--- src/rtl/clock_time_source.sv ---
// MM:SS time-keeping and digit-scan source for the segment display driver.
// A prescaler produces the 1 s tick; a separate free-running divider advances the scan phase.
module clock_time_source #(
  parameter int TICK_DIV = 10_000_000,
  parameter int SCAN_DIV = 10_000
) (
  input  logic        clock,
  input  logic        reset,
  input  logic        run,
  input  logic        clear,
  input  logic        set_sec,
  input  logic        set_min,
  output logic [11:0] data_show,
  output logic [2:0]  byte_status,
  output logic        sec_tick,
  output logic        hour_wrap
);

  localparam int PRE_W  = $clog2(TICK_DIV);
  localparam int SCAN_W = (SCAN_DIV > 1) ? $clog2(SCAN_DIV) : 1;
  localparam logic [PRE_W-1:0]  PRE_LAST  = PRE_W'(TICK_DIV - 1);
  localparam logic [SCAN_W-1:0] SCAN_LAST = SCAN_W'(SCAN_DIV - 1);

  logic [PRE_W-1:0]  pre_cnt, pre_nxt;
  logic [SCAN_W-1:0] scan_cnt;
  logic [5:0]        sec_val, min_val, sec_nxt, min_nxt;
  logic              tick, carry, wrap_nxt;

  // Modulo-60 increment; anything at or above 59 folds back to zero.
  function automatic logic [5:0] inc_mod60(input logic [5:0] v);
    return (v >= 6'd59) ? 6'd0 : v + 6'd1;
  endfunction

  always_comb begin
    tick    = run && (pre_cnt == PRE_LAST);
    pre_nxt = pre_cnt;
    if (run)
      pre_nxt = tick ? '0 : pre_cnt + PRE_W'(1);
    // A set_sec pulse replaces the tick's seconds increment, so its carry is dropped.
    carry   = tick && !set_sec && (sec_val == 6'd59);
    sec_nxt = sec_val;
    if (set_sec || tick)
      sec_nxt = inc_mod60(sec_val);
    min_nxt = min_val;
    if (set_min || carry)
      min_nxt = inc_mod60(min_val);
    wrap_nxt = carry && !set_min && (min_val == 6'd59);
  end

  // Time-keeping registers
  always_ff @(posedge clock or posedge reset) begin
    if (reset) begin
      pre_cnt   <= '0;
      sec_val   <= '0;
      min_val   <= '0;
      sec_tick  <= 1'b0;
      hour_wrap <= 1'b0;
    end else if (clear) begin
      pre_cnt   <= '0;
      sec_val   <= '0;
      min_val   <= '0;
      sec_tick  <= 1'b0;
      hour_wrap <= 1'b0;
    end else begin
      pre_cnt   <= pre_nxt;
      sec_val   <= sec_nxt;
      min_val   <= min_nxt;
      sec_tick  <= tick;
      hour_wrap <= wrap_nxt;
    end
  end

  // Scan phase: free-running, ignores run and clear
  always_ff @(posedge clock or posedge reset) begin
    if (reset) begin
      scan_cnt    <= '0;
      byte_status <= '0;
    end else if (scan_cnt == SCAN_LAST) begin
      scan_cnt    <= '0;
      byte_status <= byte_status + 3'd1;
    end else begin
      scan_cnt    <= scan_cnt + SCAN_W'(1);
    end
  end

  assign data_show = {min_val, sec_val};

endmodule

--- config.mk ---
export PLATFORM = sky130hd
export DESIGN_NAME = clock_time_source
export DESIGN_NICKNAME = d
export VERILOG_FILES = /design/src/rtl/clock_time_source.sv
export SDC_FILE = /design/constraint.sdc
export NUM_CORES = 1
export LEC_CHECK = 0
export CAP_MARGIN = 20
export CORE_MARGIN = 2
export CORE_UTILIZATION = 40
export CTS_CLUSTER_DIAMETER = 80
export DETAILED_ROUTE_END_ITERATION = 8
export PLACE_DENSITY_LB_ADDON = 0.2
export SKIP_CTS_REPAIR_TIMING = 1
export SLEW_MARGIN = 10
export SYNTH_ARGS = -nofsm -noshare
export SYNTH_HDL_FRONTEND = slang
export SYNTH_SLANG_ARGS = --single-unit
--- constraint.sdc ---
create_clock -name clock -period 5.6 [get_ports clock]
set_input_delay 0.84 -clock clock [delete_from_list [all_inputs] [get_ports clock]]
set_output_delay 0.84 -clock clock [all_outputs]
set_load 0.005 [all_outputs]
Word level (Yosys, flattened, before mapping)
Index checks and enable logic that the tools add are counted.

Flip-flop bits (word level): 55. Input port bits: 6. Output and inout bits: 17. Logic and storage cells: 42.

$add $sub $neg: 5. Order comparisons: 2. Eq/ne operators: 4. Multiplexer cells: 12. Reduce and logical (&&, ||, !) cells: 12.

Operator list (count): 2-to-1 mux 24 bit (3); 2-to-1 mux 6 bit (6); adder 24 x 1 -> 24 bit, second input constant (1); == test 24 bit, second input constant (1); adder 14 x 1 -> 14 bit, second input constant (1); == test 14 bit, second input constant (1); 2-to-1 mux 14 bit (1); adder 6 x 1 -> 6 bit, second input constant (2); == test 6 bit, second input constant (2); greater-or-equal comparator 6 bit, second input constant (2); nonzero test 2 bit (3); logical AND 1 bit (5); adder 3 x 1 -> 3 bit, second input constant (1); zero test 1 bit (2); logical OR 1 bit (2); 2-to-1 mux 1 bit (2).

Longest topological paths before layout
Gate-level depths: netlist of the first run.

Depth after elaboration: 7. Depth in mapped cells: 6. Gate-level depth less buffers: 6.

Worst setup path after synthesis of the first run
No wires, ideal clock.

Path kind: input -> register. Start: in run. End: reg min_val[5]. Setup time: 121 ps. Arrival: 2228 ps. Required time: 5479 ps. Slack: 3251 ps. Stages on the path: 6. Buffers on the path: 1. Cell sequence: buf_4 > nand4bb_1 > or4_4 > nor3_4 > o221ai_2 > a22o_1.

Word-level cells in the longest chain between the ends: 5.

Ends and longest elaborated chain: from (decl) (RTL line 9) `input logic run,`; logical AND 1 bit (RTL line 35) `tick = run && (pre_cnt == PRE_LAST);`; logical AND 1 bit (2 in series) (RTL line 40) `carry = tick && !set_sec && (sec_val == 6'd59);`; logical OR 1 bit (RTL line 45) `if (set_min || carry)`; nonzero test 2 bit (no line); to (signal assigned) (RTL line 67) `min_val <= min_nxt;`; to (decl) (RTL line 26) `logic [5:0] sec_val, min_val, sec_nxt, min_nxt;`.

Every way passes these cells. A chain may end at the register's enable or synchronous reset.

Worst setup path after layout of the first run
Start: in run. End: reg sec_val[0].

Word-level cells in the longest chain between the ends: 3.

Ends and longest elaborated chain: logical AND 1 bit (RTL line 35); logical OR 1 bit (RTL line 42) `if (set_sec || tick)`; nonzero test 2 bit (no line); to (signal assigned) (RTL line 66) `sec_val <= sec_nxt;`; to (decl) (RTL line 26).

Every way passes these cells.

==> impl_metrics.py, run 1 <==
metrics = {
    "outcome": {
        "status": "completed",
    },
    "critical_path": {
        "slowest_delay_ns": 0.62,
        "crit_fanout": 28,
        "start_kind": "input pin",
        "cp_common_cell": "o21ai_0",
        "cp-end-kind": "flip-flop",
        "cp_cell_sequence": "clkdlybuf4s50_1 > nand4bb_1 > or4_4 > o21bai_4 > o21ai_0 > o21ai_0",
        "cp.required_ns": 5.84,
        "startpoint": "run",
        "crit_slowest_cell": "clkdlybuf4s50_1",
        "reg2reg_depth": 5,
        "worstPathArrival_ns": 3.26,
        "path_class": "in -> reg",
        "rr_startpoint": "pre_cnt[14]",
    },
    "sta": {
        "fmax_mhz": 331,
        "setup_ws_ns": 2.58,
        "drv_slew": 0,
        "tightest_slew_ns": 0.700,
        "finalSetupViolCount": 0,
        "fin_tns_setup_ns": 0,
        "fin_crit_sh_pct": 53.9,
        "rsz0062_at_grt": "false",
        "holdWs_ns": 0.475,
        "finalHoldViolations": 0,
        "clock-skew-final_ns": 0.0115,
        "finalCriticalPeriod_ns": 3.02,
        "max_slew_margin_pct": 53.4,
    },
    "detailed_routing": {
        "vias_per_cell": 5.45,
        "post-route-drc-count": 0,
        "vias": 2104,
        "first_iter_violations": 82,
        "wl_per_cell_um": 13.9,
        "ant_nets": 0,
        "drt_wl_total_mm": 5.36,
        "first_pass_iters": 4,
    },
    "logic_synthesis": {
        "synth.most_common_cell": "dfrtp_1",
        "ys_dominant_reg_cell": "dfrtp_1",
        "synth_edf_count": 0,
        "synth_top_cell_area_share_pct": 49.3,
        "ys_warn_count": 0,
        "ys_types": 49,
        "synth.area.top_cells": "dfrtp_1 49%, xor2_1 7.9%, nor2_1 6.3%, nand3_1 3.9%, xnor2_1 3.5%",
        "synth_top_area_cell": "dfrtp_1",
        "async_flop_share_pct": 100,
        "synth_area_mm2": 0.00279,
        "synthTopCellsByCount": "55 x dfrtp_1, 47 x nor2_1, 25 x xor2_1",
        "syn_area_per_cell_um2": 10.0,
        "synth_seq_area_share_pct": 49.3,
        "ys_seq_elements": 55,
        "synthCells": 279,
        "syn-num-nets": 290,
    },
    "pwr": {
        "p_leak_uw": 0.00136,
        "power.total_uw": 699,
        "power.density_mw_per_mm2": 219,
        "ir_worst_vdd_v": 0.0000946,
    },
    "place": {
        "io_buffers": 22,
        "gp_congestion": 0.808,
        "pre_cts_ws_ns": 2.10,
        "dpl.cell_count": 377,
        "dpl.hpwl_mm": 3.58,
    },
    "grt": {
        "grt_pass1_wl_mm": 9.27,
        "grt_pass1_vias": 1939,
        "busiest_layer": "met2",
        "grt-ovfl-total": 0,
        "grt_max_degree": 56,
        "antenna_found_initial": 0,
        "grt_use_total_pct": 15.3,
        "use_met2_pct": 23.9,
        "grt_util_met3_pct": 3.41,
        "grt_use_met1_pct": 21.7,
    },
    "worst_hold_path": {
        "hp-start": "byte_status[2]",
        "min_delay_path_depth": 1,
        "hold_class": "reg -> reg",
    },
    "floorplan": {
        "start_util_pct": 41.3,
        "chipWidth_um": 87.5,
        "rows": 30,
        "fp.dieH_um": 87.5,
        "core_mm2": 0.00676,
        "io_pins": 23,
        "dieArea_mm2": 0.00766,
    },
    "clock_network": {
        "cts_tree": "yes",
        "clkLatencyLatePin_ns": 0.32,
        "cts_buffer_depth": 2,
        "htreeDepth": 2,
        "clk_pin_slew_ns": 0.11,
        "cts_sinks": 55,
        "cts_buffers": 5,
        "cts_root_buffer": "clkbuf_8",
    },
    "flow_run": {
        "maxCapViolations": 0,
    },
    "layout": {
        "fillers": 660,
        "syn2layout_area_growth_pct": 14.5,
        "multiInputGateArea_mm2": 0.00136,
        "drive_gt1_share_pct": 7.84,
        "num_antenna_cells": 0,
        "nets": 316,
        "stdcell_count": 386,
        "regArea_mm2": 0.00138,
    },
}
[area by class of cell]
cell class,count,area share (%)
inverter,7,0.823
timing repair buffer,25,7.44
multi-input combinational,211,42.5
tap,80,3.13
sequential,55,43.1
clock inverter,3,0.862
clock buffer,5,2.15
[sequential cells by signal, indices dropped and copies added (netlist names)]
register / count
hour_wrap: 1
sec_tick: 1
min_val: 6
pre_cnt: 24
scan_cnt: 14
byte_status: 3
sec_val: 6
[through the flow]
step	utilization (%)	area, um2
detailed placement	45.8	3090
CTS	47.2	3190
floorplan	-	2790
finish	47.3	3190
global route	47.3	3190
global placement	45.7	3090
[routing by layer]
layer	up-vias	wire (um)
met5	-	0
met4	0	57
met3	4	195
met2	41	2420
met1	1022	2690
li1	1037	-
[cells by family (layout without fill, tap and decap cells)]
family / Yosys count / in the layout / share of synthesized area (%)
simple gates: 139 / 139 / 25.9
mux: 3 / 3 / 1.12
compound gates: 28 / 28 / 8.08
fa+ha+maj: 5 / 5 / 2.24
xor+xnor: 36 / 36 / 11.3
flops: 55 / 55 / 49.3
buf+inv: 13 / 40 / 1.97
[cell usage in the layout, fill, tap and decap left out, drive strengths merged, types with 4 or more instances in the layout]
cell type,instances
and3,6
dfrtp,55
xnor2,11
nand4,12
o21ai,8
xor2,25
clkbuf,6
ha,5
nand2,19
nor3,4
nor2,47
o2bb2ai,4
nand3,22
clkdlybuf4s50,22
nor4,6
inv,9
[worst paths after layout]
check,to,slack [ns]
setup / recovery,sec_val[0],2.58
hold / removal,byte_status[2],0.47
setup reg to reg,sec_val[0],2.84
hold reg to reg,byte_status[2],0.47
max in group asynchronous,pre_cnt[7],4.12
min in group asynchronous,scan_cnt[8],1.02
[critical path: cells and delay by family]
family / cells / cell delay (ns)
buffers and inverters: 1 / 0.62
AOI/OAI and AO/OA: 3 / 1.08
and+or+nand+nor: 2 / 0.72
[where the power goes]
part | leakage (uW) | internal, uW | switching, uW
combinational | 0.000562 | 23.7 | 27.8
sequential | 0.000748 | 403 | 8.08
clock | 0.0000467 | 93.0 | 143
total | 0.00136 | 520 | 179
Note: power is estimated with default switching activity, not from simulation.
==> inputs of run 2 (changes only) <==
==> constraint.sdc (replaced) <==
create_clock -name clock -period 2.93 [get_ports clock]
set_input_delay 0.4395 -clock clock [delete_from_list [all_inputs] [get_ports clock]]
set_output_delay 0.4395 -clock clock [all_outputs]
set_load 0.005 [all_outputs]
==> run 2 against run 1 <==
  * Via count up 1.6%
  * Global-route usage about the same
  * Critical path depth down 1
  * Design area up 2.1%
  * Utilization up 0.98 points
  * Sequential power up 91%
  * Combinational power up 100%
  * Total power up 100%
  * Critical path type is now reg -> reg
  * Largest cell class unchanged
==> impl_metrics.py, run 2 (same netlist as run 1, synthesis figures left out) <==
metrics = {
    "outcome": {
        "status": "completed",
    },
    "layout": {
        "regArea_mm2": 0.00138,
        "syn2layout_area_growth_pct": 16.9,
        "mostFrequentLayoutCell": "dfrtp_1",
        "num_antenna_cells": 0,
        "multiInputGateArea_mm2": 0.00136,
        "drive_gt1_share_pct": 9.03,
        "nets": 320,
        "regMostFlops": "pre_cnt",
        "final_cell_mix": "55 x dfrtp_1, 47 x nor2_1, 25 x xor2_1",
        "largest_register_ffs": 24,
        "fin_area_mm2": 0.00326,
        "fillers": 640,
        "stdcell_count": 390,
        "reg_top3": "pre_cnt (24), scan_cnt (14)",
    },
    "sta": {
        "finalCriticalPeriod_ns": 2.48,
        "drv_slew": 0,
        "finalHoldViolations": 0,
        "rsz0062_at_grt": "false",
        "clock-skew-final_ns": 0.0149,
        "tightest_slew_ns": 0.453,
        "fin_crit_sh_pct": 84.6,
        "fmax_mhz": 403,
        "max_slew_margin_pct": 69.8,
        "fin_tns_setup_ns": 0,
        "finalSetupViolCount": 0,
    },
    "grt": {
        "antenna_found_initial": 0,
        "grt_pass1_vias": 2019,
        "grt-ovfl-total": 0,
        "grt_use_total_pct": 15.3,
        "grt_pass1_wl_mm": 9.44,
        "grt_max_degree": 56,
    },
    "place": {
        "placed_cell_area_mm2": 0.00315,
        "dpl.cell_count": 382,
        "dpl.hpwl_mm": 3.69,
        "io_buffers": 22,
        "gp_congestion": 0.788,
    },
    "floorplan": {
        "dieArea_mm2": 0.00766,
        "io_pins": 23,
        "chipWidth_um": 87.5,
        "fp.dieH_um": 87.5,
        "core_mm2": 0.00676,
        "start_util_pct": 41.3,
        "rows": 30,
    },
    "critical_path": {
        "rr_startpoint": "pre_cnt[14]",
        "cp-end-kind": "flip-flop",
        "start_kind": "flip-flop",
        "crit_fanout": 8,
        "worstPathArrival_ns": 2.67,
        "startpoint": "pre_cnt[14]",
        "cp.required_ns": 3.13,
        "path_class": "reg -> reg",
    },
    "clock_network": {
        "cts_tree": "yes",
        "cts_buffer_depth": 2,
        "htreeDepth": 2,
        "clk_pin_slew_ns": 0.11,
        "clkLatencyLatePin_ns": 0.31,
        "cts_root_buffer": "clkbuf_8",
        "cts_buffers": 5,
        "cts_sinks": 55,
    },
    "detailed_routing": {
        "wl_per_cell_um": 13.6,
        "wl_met1_mm": 2.61,
        "vias_per_cell": 5.48,
        "dr_wl_met3_um": 205,
        "drt_wl_total_mm": 5.32,
        "ant_nets": 0,
        "vias": 2137,
        "post-route-drc-count": 0,
        "top_layer": "met4",
        "met2WireLength_mm": 2.48,
        "first_pass_iters": 4,
        "first_iter_violations": 60,
    },
    "pwr": {
        "power_switching_uw": 322,
        "ir_worst_vdd_v": 0.000229,
        "p_int_uw": 1080,
        "p_leak_uw": 0.00139,
        "clkPwrFrac_pct": 36.4,
        "netSwitchingFraction_pct": 23.0,
        "power.share.sequential_pct": 56.2,
        "power.density_mw_per_mm2": 429,
        "p_comb_share_pct": 7.4,
    },
    "flow_run": {
        "maxCapViolations": 0,
    },
    "worst_hold_path": {
        "hold_class": "in -> async",
    },
}
## run 2: through the flow
stage          setup slack, ns  utilization [%]  hold slack (ns)  total power, uW
2_1_floorplan            0.689                -            0.455              857
3_3_place_gp             0.433             46.6            0.461              908
3_5_place_dp             0.432             46.6            0.466              909
4_1_cts                  0.460             48.3            0.484             1430
5_1_grt                  0.333             48.3            0.502             1470
6_report                 0.451             48.3            0.477             1400
## run 2: worst paths after layout
kind | endpoint | slack, ns | depth (start not counted)
min | scan_cnt[12] | 0.48 | 3
min reg2reg | byte_status[2] | 0.48 | 1
min in group clock | byte_status[2] | 0.48 | 1
max | min_val[5] | 0.45 | 5
max reg2reg | min_val[5] | 0.45 | 5
max in group asynchronous | pre_cnt[8] | 2.19 | 3
## run 2: final cells by class
type,count,area share (%)
multi-input combinational,211,41.6
tap,80,3.07
clock buffer,5,2.11
clock inverter,3,1.42
timing repair buffer,29,8.75
sequential,55,42.2
inverter,7,0.806
## run 2: power by group through the flow
| stage | clock network, uW | registers, uW | logic (uW) |
|---|---|---|---|
| floorplan | 0 | 800 | 57.1 |
| global placement | 0 | 802 | 106 |
| detailed placement | 0 | 802 | 107 |
| CTS | 536 | 787 | 107 |
| global route | 562 | 790 | 119 |
| finish | 509 | 787 | 104 |
## run 2: worst max-delay path, cell delays in order, from the launching register on
cell	delay, ns
dfrtp_1	0.46
or4b_1	0.55
or4_4	0.59
nor3_4	0.38
o221ai_2	0.13
a22o_1	0.24
## run 2: per-layer routing
metal	GRT usage, %	vias up
met3	3.03	2
met2	23.6	32
met1	22.2	1051
met5	0	-
li1	-	1052
met4	3.78	0
==> RTL change 1: new RTL, flow settings as in run 2 <==
Register the output `byte_status` once more; this adds one clock of latency there. The other outputs are not delayed to match.
--- a/src/rtl/clock_time_source.sv
+++ b/src/rtl/clock_time_source.sv
@@ -21,4 +21,6 @@
   localparam logic [PRE_W-1:0]  PRE_LAST  = PRE_W'(TICK_DIV - 1);
   localparam logic [SCAN_W-1:0] SCAN_LAST = SCAN_W'(SCAN_DIV - 1);
+
+  logic [2:0] byte_status_s0;
 
   logic [PRE_W-1:0]  pre_cnt, pre_nxt;
@@ -75,8 +77,8 @@
     if (reset) begin
       scan_cnt    <= '0;
-      byte_status <= '0;
+      byte_status_s0 <= '0;
     end else if (scan_cnt == SCAN_LAST) begin
       scan_cnt    <= '0;
-      byte_status <= byte_status + 3'd1;
+      byte_status_s0 <= byte_status_s0 + 3'd1;
     end else begin
       scan_cnt    <= scan_cnt + SCAN_W'(1);
@@ -86,4 +88,8 @@
   assign data_show = {min_val, sec_val};
 
+  always_ff @(posedge clock) begin
+    byte_status <= byte_status_s0;
+  end
+
 endmodule
 
Check against the original RTL: no difference found for any inputs over 10 cycles, from zero or initial values and one cycle with reset high; that may be too few to reach the edited logic, so the function may still have changed.
==> RTL change 1 against run 2 <==
- count of clock-buffer cells in the layout grew 6
- register-to-register slack gained 0.60 ns
- clock skew shrank 0.0077 ns
- area after synthesis grew 2.6%
- worst hold slack lost 0.078 ns
- power grew 20%
- cell area grew 4.5%
- sequential share of layout area is essentially flat
- wire length is the same
- setup slack gained 0.52 ns
- sequential cell count grew 3
- critical path type is now in -> reg
- critical endpoint is now sec_val[5]
==> RTL change 1: results (changes against run 2) <==
Drt
  • Met3 wire length: 220 um (+7.3%)
  • Wire length on met2: 2300 um (-7.0%)
  • Detailed Route WL: 5320 um (unchanged)
  • DRT iter0 DRCs: 89 (+48%)
  • Vias: 2118 (-0.89%)

Yosys
  • Sequential share of the synthesized area: 0.502 (+0.00847)
  • Leading post-synthesis cells by cell area: dfrtp_1 (48%), nor2_1 (6.6%), xor2_1 (6.4%)
  • FFs w/ async S/R, synth: 0.948 (-0.0517)
  • Most frequent cells after synthesis: dfrtp_1 (55), nor2_1 (50), nand3_1 (25)
  • Synthesized Nets: 302 (+4.1%)
  • Yosys cell types: 49 (unchanged)

Final layout
  • Layout cells sized above 1: 0.0951 (+0.00477)
  • Clock network area share: 0.0599 (+0.0246)
  • Layout Nets: 332 (+3.8%)
  • Count of non-CTS buffers in the layout: 25 (-14%)
  • Non-clk buf share: 0.0749 (-0.0125)
  • Post-Layout Cell Count: 422 (+8.2%)
  • Comb_multi_in: 220 (+4.3%)
  • Fillers: 658 (+2.8%)
  • CLK BUF: 11 (+6)

Critical path
  • Slowest CP cell: clkdlybuf4s50_1
  • CP arrival: 2.19 ns (-0.48 ns)
  • Largest stage delay, worst path: 0.53 ns (-0.06 ns)
  • Cell family with most CP delay: compound AO/OA/AOI/OAI gates
  • Beginning of the worst register-to-register path: pre_cnt[0]
  • Crit path max fanout: 7 (-1)
  • Flop2flop setup slack: 1.05 ns (+0.60 ns)
  • Launch point of the worst path: run

GRT
  • GRT met2 Usage: 0.234 (-0.00246)
  • Global-route wire length before repair: 9470 um (+0.36%)
  • Vias in the first global route: 2044 (+1.2%)
  • GRT Resource Usage Total: 0.160 (+0.00649)
  • Met3 Use GR: 0.0700 (+0.0396)
  • Largest net degree at the start of global routing: 30 (-46%)

Clock tree
  • TritonCTS Sinks: 58 (+5.5%)
  • Clock latency on the worst-skew pair: 0.34 ns (+0.03 ns)
  • CTS buffer count: 9 (+4)
  • # H-tree levels: 3 (+1)
  • Clk slew on worst S/H paths: 0.06 ns (-0.05 ns)

Power and ir drop
  • Max IR drop VDD: 0.000338 V (+47%)
  • P_seq: 0.830 mW (+5.5%)
  • Leakage: 1.51 nW (+8.7%)

STA
  • Skew final: 0.00717 ns (-0.00771 ns)
  • Fin crit share: 0.669 (-0.177)
  • Slew Limit Headroom: 0.566 (-0.132)
  • Final Hold Slack: 0.399 ns (-0.0778 ns)

Placement
  • RePlAce Congestion: 0.863 (+9.6%)
  • Placed instance count: 406 (+6.3%)
  • HPWL after detailed placement: 3660 um (-0.94%)

Min path
  • Hold crit path type: reg -> reg
  • HP Start: byte_status_s0[2]

Run status
  • Outcome: finished, final reports clean
==> RTL change 1: changes by cell type after synthesis, moves of 3 or more <==
cell       before  now
o21ai_1         0    6
a21oi_1         2    7
o2bb2ai_1       4    0
xnor2_1        11   14
xor2_1         25   21
and3_1          5    9
nor2_1         47   50
nor3_1          3    6
nand3_1        22   25
dfxtp_1         0    3
nor4_1          6    3
==> RTL change 1: kinds of logic after synthesis <==
| group | count (synthesis) | synth area share |
|---|---|---|
| flops | 58 | 0.502 |
| compound gates | 34 | 0.0787 |
| xor+xnor | 35 | 0.107 |
| simple gates | 144 | 0.261 |
| fa+ha+maj | 5 | 0.0219 |
| buf+inv | 13 | 0.0214 |
| mux | 2 | 0.00743 |
==> RTL change 1: through the flow <==
stage,area (um^2),power (mW),utilization
after floorplan,2860,0.893,-
after global placement,3200,0.944,0.466
after detailed placement,3200,0.945,0.466
after CTS,3410,1.71,0.496
after global routing,3410,1.76,0.496
final,3410,1.68,0.496
==> RTL change 2: new RTL, config.mk and constraints of run 2 <==
Without the edit above. Set the parameter `SCAN_DIV` to 5_000 (it was 10_000).
--- a/src/rtl/clock_time_source.sv
+++ b/src/rtl/clock_time_source.sv
@@ -3,5 +3,5 @@
 module clock_time_source #(
   parameter int TICK_DIV = 10_000_000,
-  parameter int SCAN_DIV = 10_000
+  parameter int SCAN_DIV = 5_000
 ) (
   input  logic        clock,
Formal check against the unedited RTL: no difference found for any inputs over 10 cycles, from zero or initial values and one cycle with reset high; that may be too few to reach the edited logic, so the function may still have changed.
==> RTL change 2 against run 2 <==
- non-clock buffer count down 1
- power fell by 6.0%
- final cell count decreased by 2.6%
- sequential power is 2% lower
- wire length decreased by 4.5%
- sequential share of layout area grew 0.96 points
- cell area fell by 4.0%
- sequential cell count decreased by 1
- synthesized cell count fell by 2.5%
- area after synthesis is 2.8% lower
- setup slack improved by 0.27 ns
- highest routed layer unchanged
==> RTL change 2: results (changes against run 2) <==
Run status
  • Outcome: finished, final reports clean

Yosys
  • Yosys cell types: 45 (-8.2%)
  • Yosys warns: 0 (unchanged)
  • Sequential share of the synthesized area: 0.499 (+0.00512)
  • Leading post-synthesis cells by cell area: dfrtp_1 (50%), xor2_1 (7.4%), nor2_1 (6.2%)
  • Main synth FF type: dfrtp_1
  • Most frequent cells after synthesis: dfrtp_1 (54), nor2_1 (45), nand2_1 (23), xor2_1 (23), nand3_1 (22)
  • Synthesized Nets: 283 (-2.4%)

Critical path
  • Crit path max fanout: 9 (+1)
  • Launch point of the worst path: sec_val[0]
  • CP arrival: 2.42 ns (-0.25 ns)

GRT
  • Largest net degree at the start of global routing: 39 (-30%)
  • Vias in the first global route: 1900 (-5.9%)
  • Global-route wire length before repair: 8860 um (-6.1%)
  • Antenna violations before repair: 0 (unchanged)
  • GRT Resource Usage Total: 0.150 (-0.00272)

STA
  • Skew final: 0.00506 ns (-0.00983 ns)
  • Slew at the pin with the worst max-slew slack: 0.792 ns (+0.339 ns)

Drt
  • Detailed Route WL: 5080 um (-4.5%)
  • DRT iter0 DRCs: 104 (+73%)
  • Via/cell ratio: 5.19 (-5.3%)

Power and ir drop
  • Max IR drop VDD: 0.000231 V (+1.0%)
  • Leakage: 1.34 nW (-3.8%)
  • Switching Fraction: 0.254 (+0.0243)

Clock tree
  • # H-tree levels: 2 (unchanged)
  • CTS buffer count: 5 (unchanged)
  • Clock latency on the worst-skew pair: 0.32 ns
  • Root Buffer Master: clkbuf_8
  • Clk slew on worst S/H paths: 0.10 ns

Placement
  • RePlAce Congestion: 0.765 (-2.9%)
  • HPWL after detailed placement: 3590 um (-2.7%)
  • Setup WS pre-CTS: 0.437 ns (+0.00477 ns)

Final layout
  • Layout Nets: 313 (-2.2%)
  • Largest regs: pre_cnt (24), scan_cnt (13)
  • Layout cells sized above 1: 0.0858 (-0.00451)
  • Fillers: 621 (-3.0%)
-- RTL change 2: critical path, stage by stage (launching register included) --
cell	delay, ns
dfrtp_1	0.43
ha_1	0.24
or2b_2	0.32
or3_2	0.47
o31ai_4	0.35
o21ai_0	0.15
o2bb2ai_1	0.15
-- RTL change 2: area by class of cell --
class	instances	area [um^2]	share of cell area
sequential	54	1350	0.432
multi-input combinational	209	1310	0.417
timing repair buffer	28	265	0.0847
tap	77	96.3	0.0308
clock buffer	5	68.8	0.0220
clock inverter	3	28.8	0.00919
inverter	4	15.0	0.00480
-- RTL change 2: logic make-up (layout without fill, tap and decap cells) --
logic type,Yosys count,count (layout),share of synthesized area
adder cells (fa/ha/maj),5,5,0.0231
multiplexers,4,4,0.0152
flip-flops,54,54,0.499
AO/OA/AOI/OAI,31,31,0.0826
AND/OR/NAND/NOR,136,136,0.254
XOR/XNOR,33,33,0.107
buffers and inverters,9,40,0.0199
-- RTL change 2: layer usage --
metal	wire length, um	global-route usage	share of wire
met5	0	0	0
met4	85	0.0554	0.017
met1	2620	0.208	0.52
met2	2190	0.233	0.43
met3	189	0.0343	0.037
-- RTL change 2: path summary, 6_finish.rpt --
| path | endpoint | slack [ns] | cells after the start |
|---|---|---|---|
| setup / recovery | min_val[2] | 0.72 | 6 |
| hold / removal | hour_wrap | 0.40 | 2 |
| setup reg to reg | min_val[2] | 0.72 | 6 |
| hold reg to reg | scan_cnt[12] | 0.47 | 1 |
| max in group asynchronous | scan_cnt[7] | 1.72 | 3 |
| min in group clock | scan_cnt[12] | 0.47 | 1 |
-- RTL change 2: stage by stage --
step | utilization | area [um^2] | cells
5_1_grt | 0.485 | 3130 | 380
6_report | 0.485 | 3130 | 380
3_5_place_dp | 0.470 | 3030 | 372
4_1_cts | 0.485 | 3130 | 380
3_3_place_gp | 0.470 | 3030 | 372
2_1_floorplan | - | 2710 | 272
-- RTL change 2: power groups by stage --
stage | registers (mW) | clock network [mW] | logic [mW]
after floorplan | 0.784 | 0 | 0.0551
after global placement | 0.786 | 0 | 0.0990
after detailed placement | 0.787 | 0 | 0.100
after CTS | 0.773 | 0.464 | 0.100
after global routing | 0.775 | 0.496 | 0.112
final | 0.772 | 0.445 | 0.0982
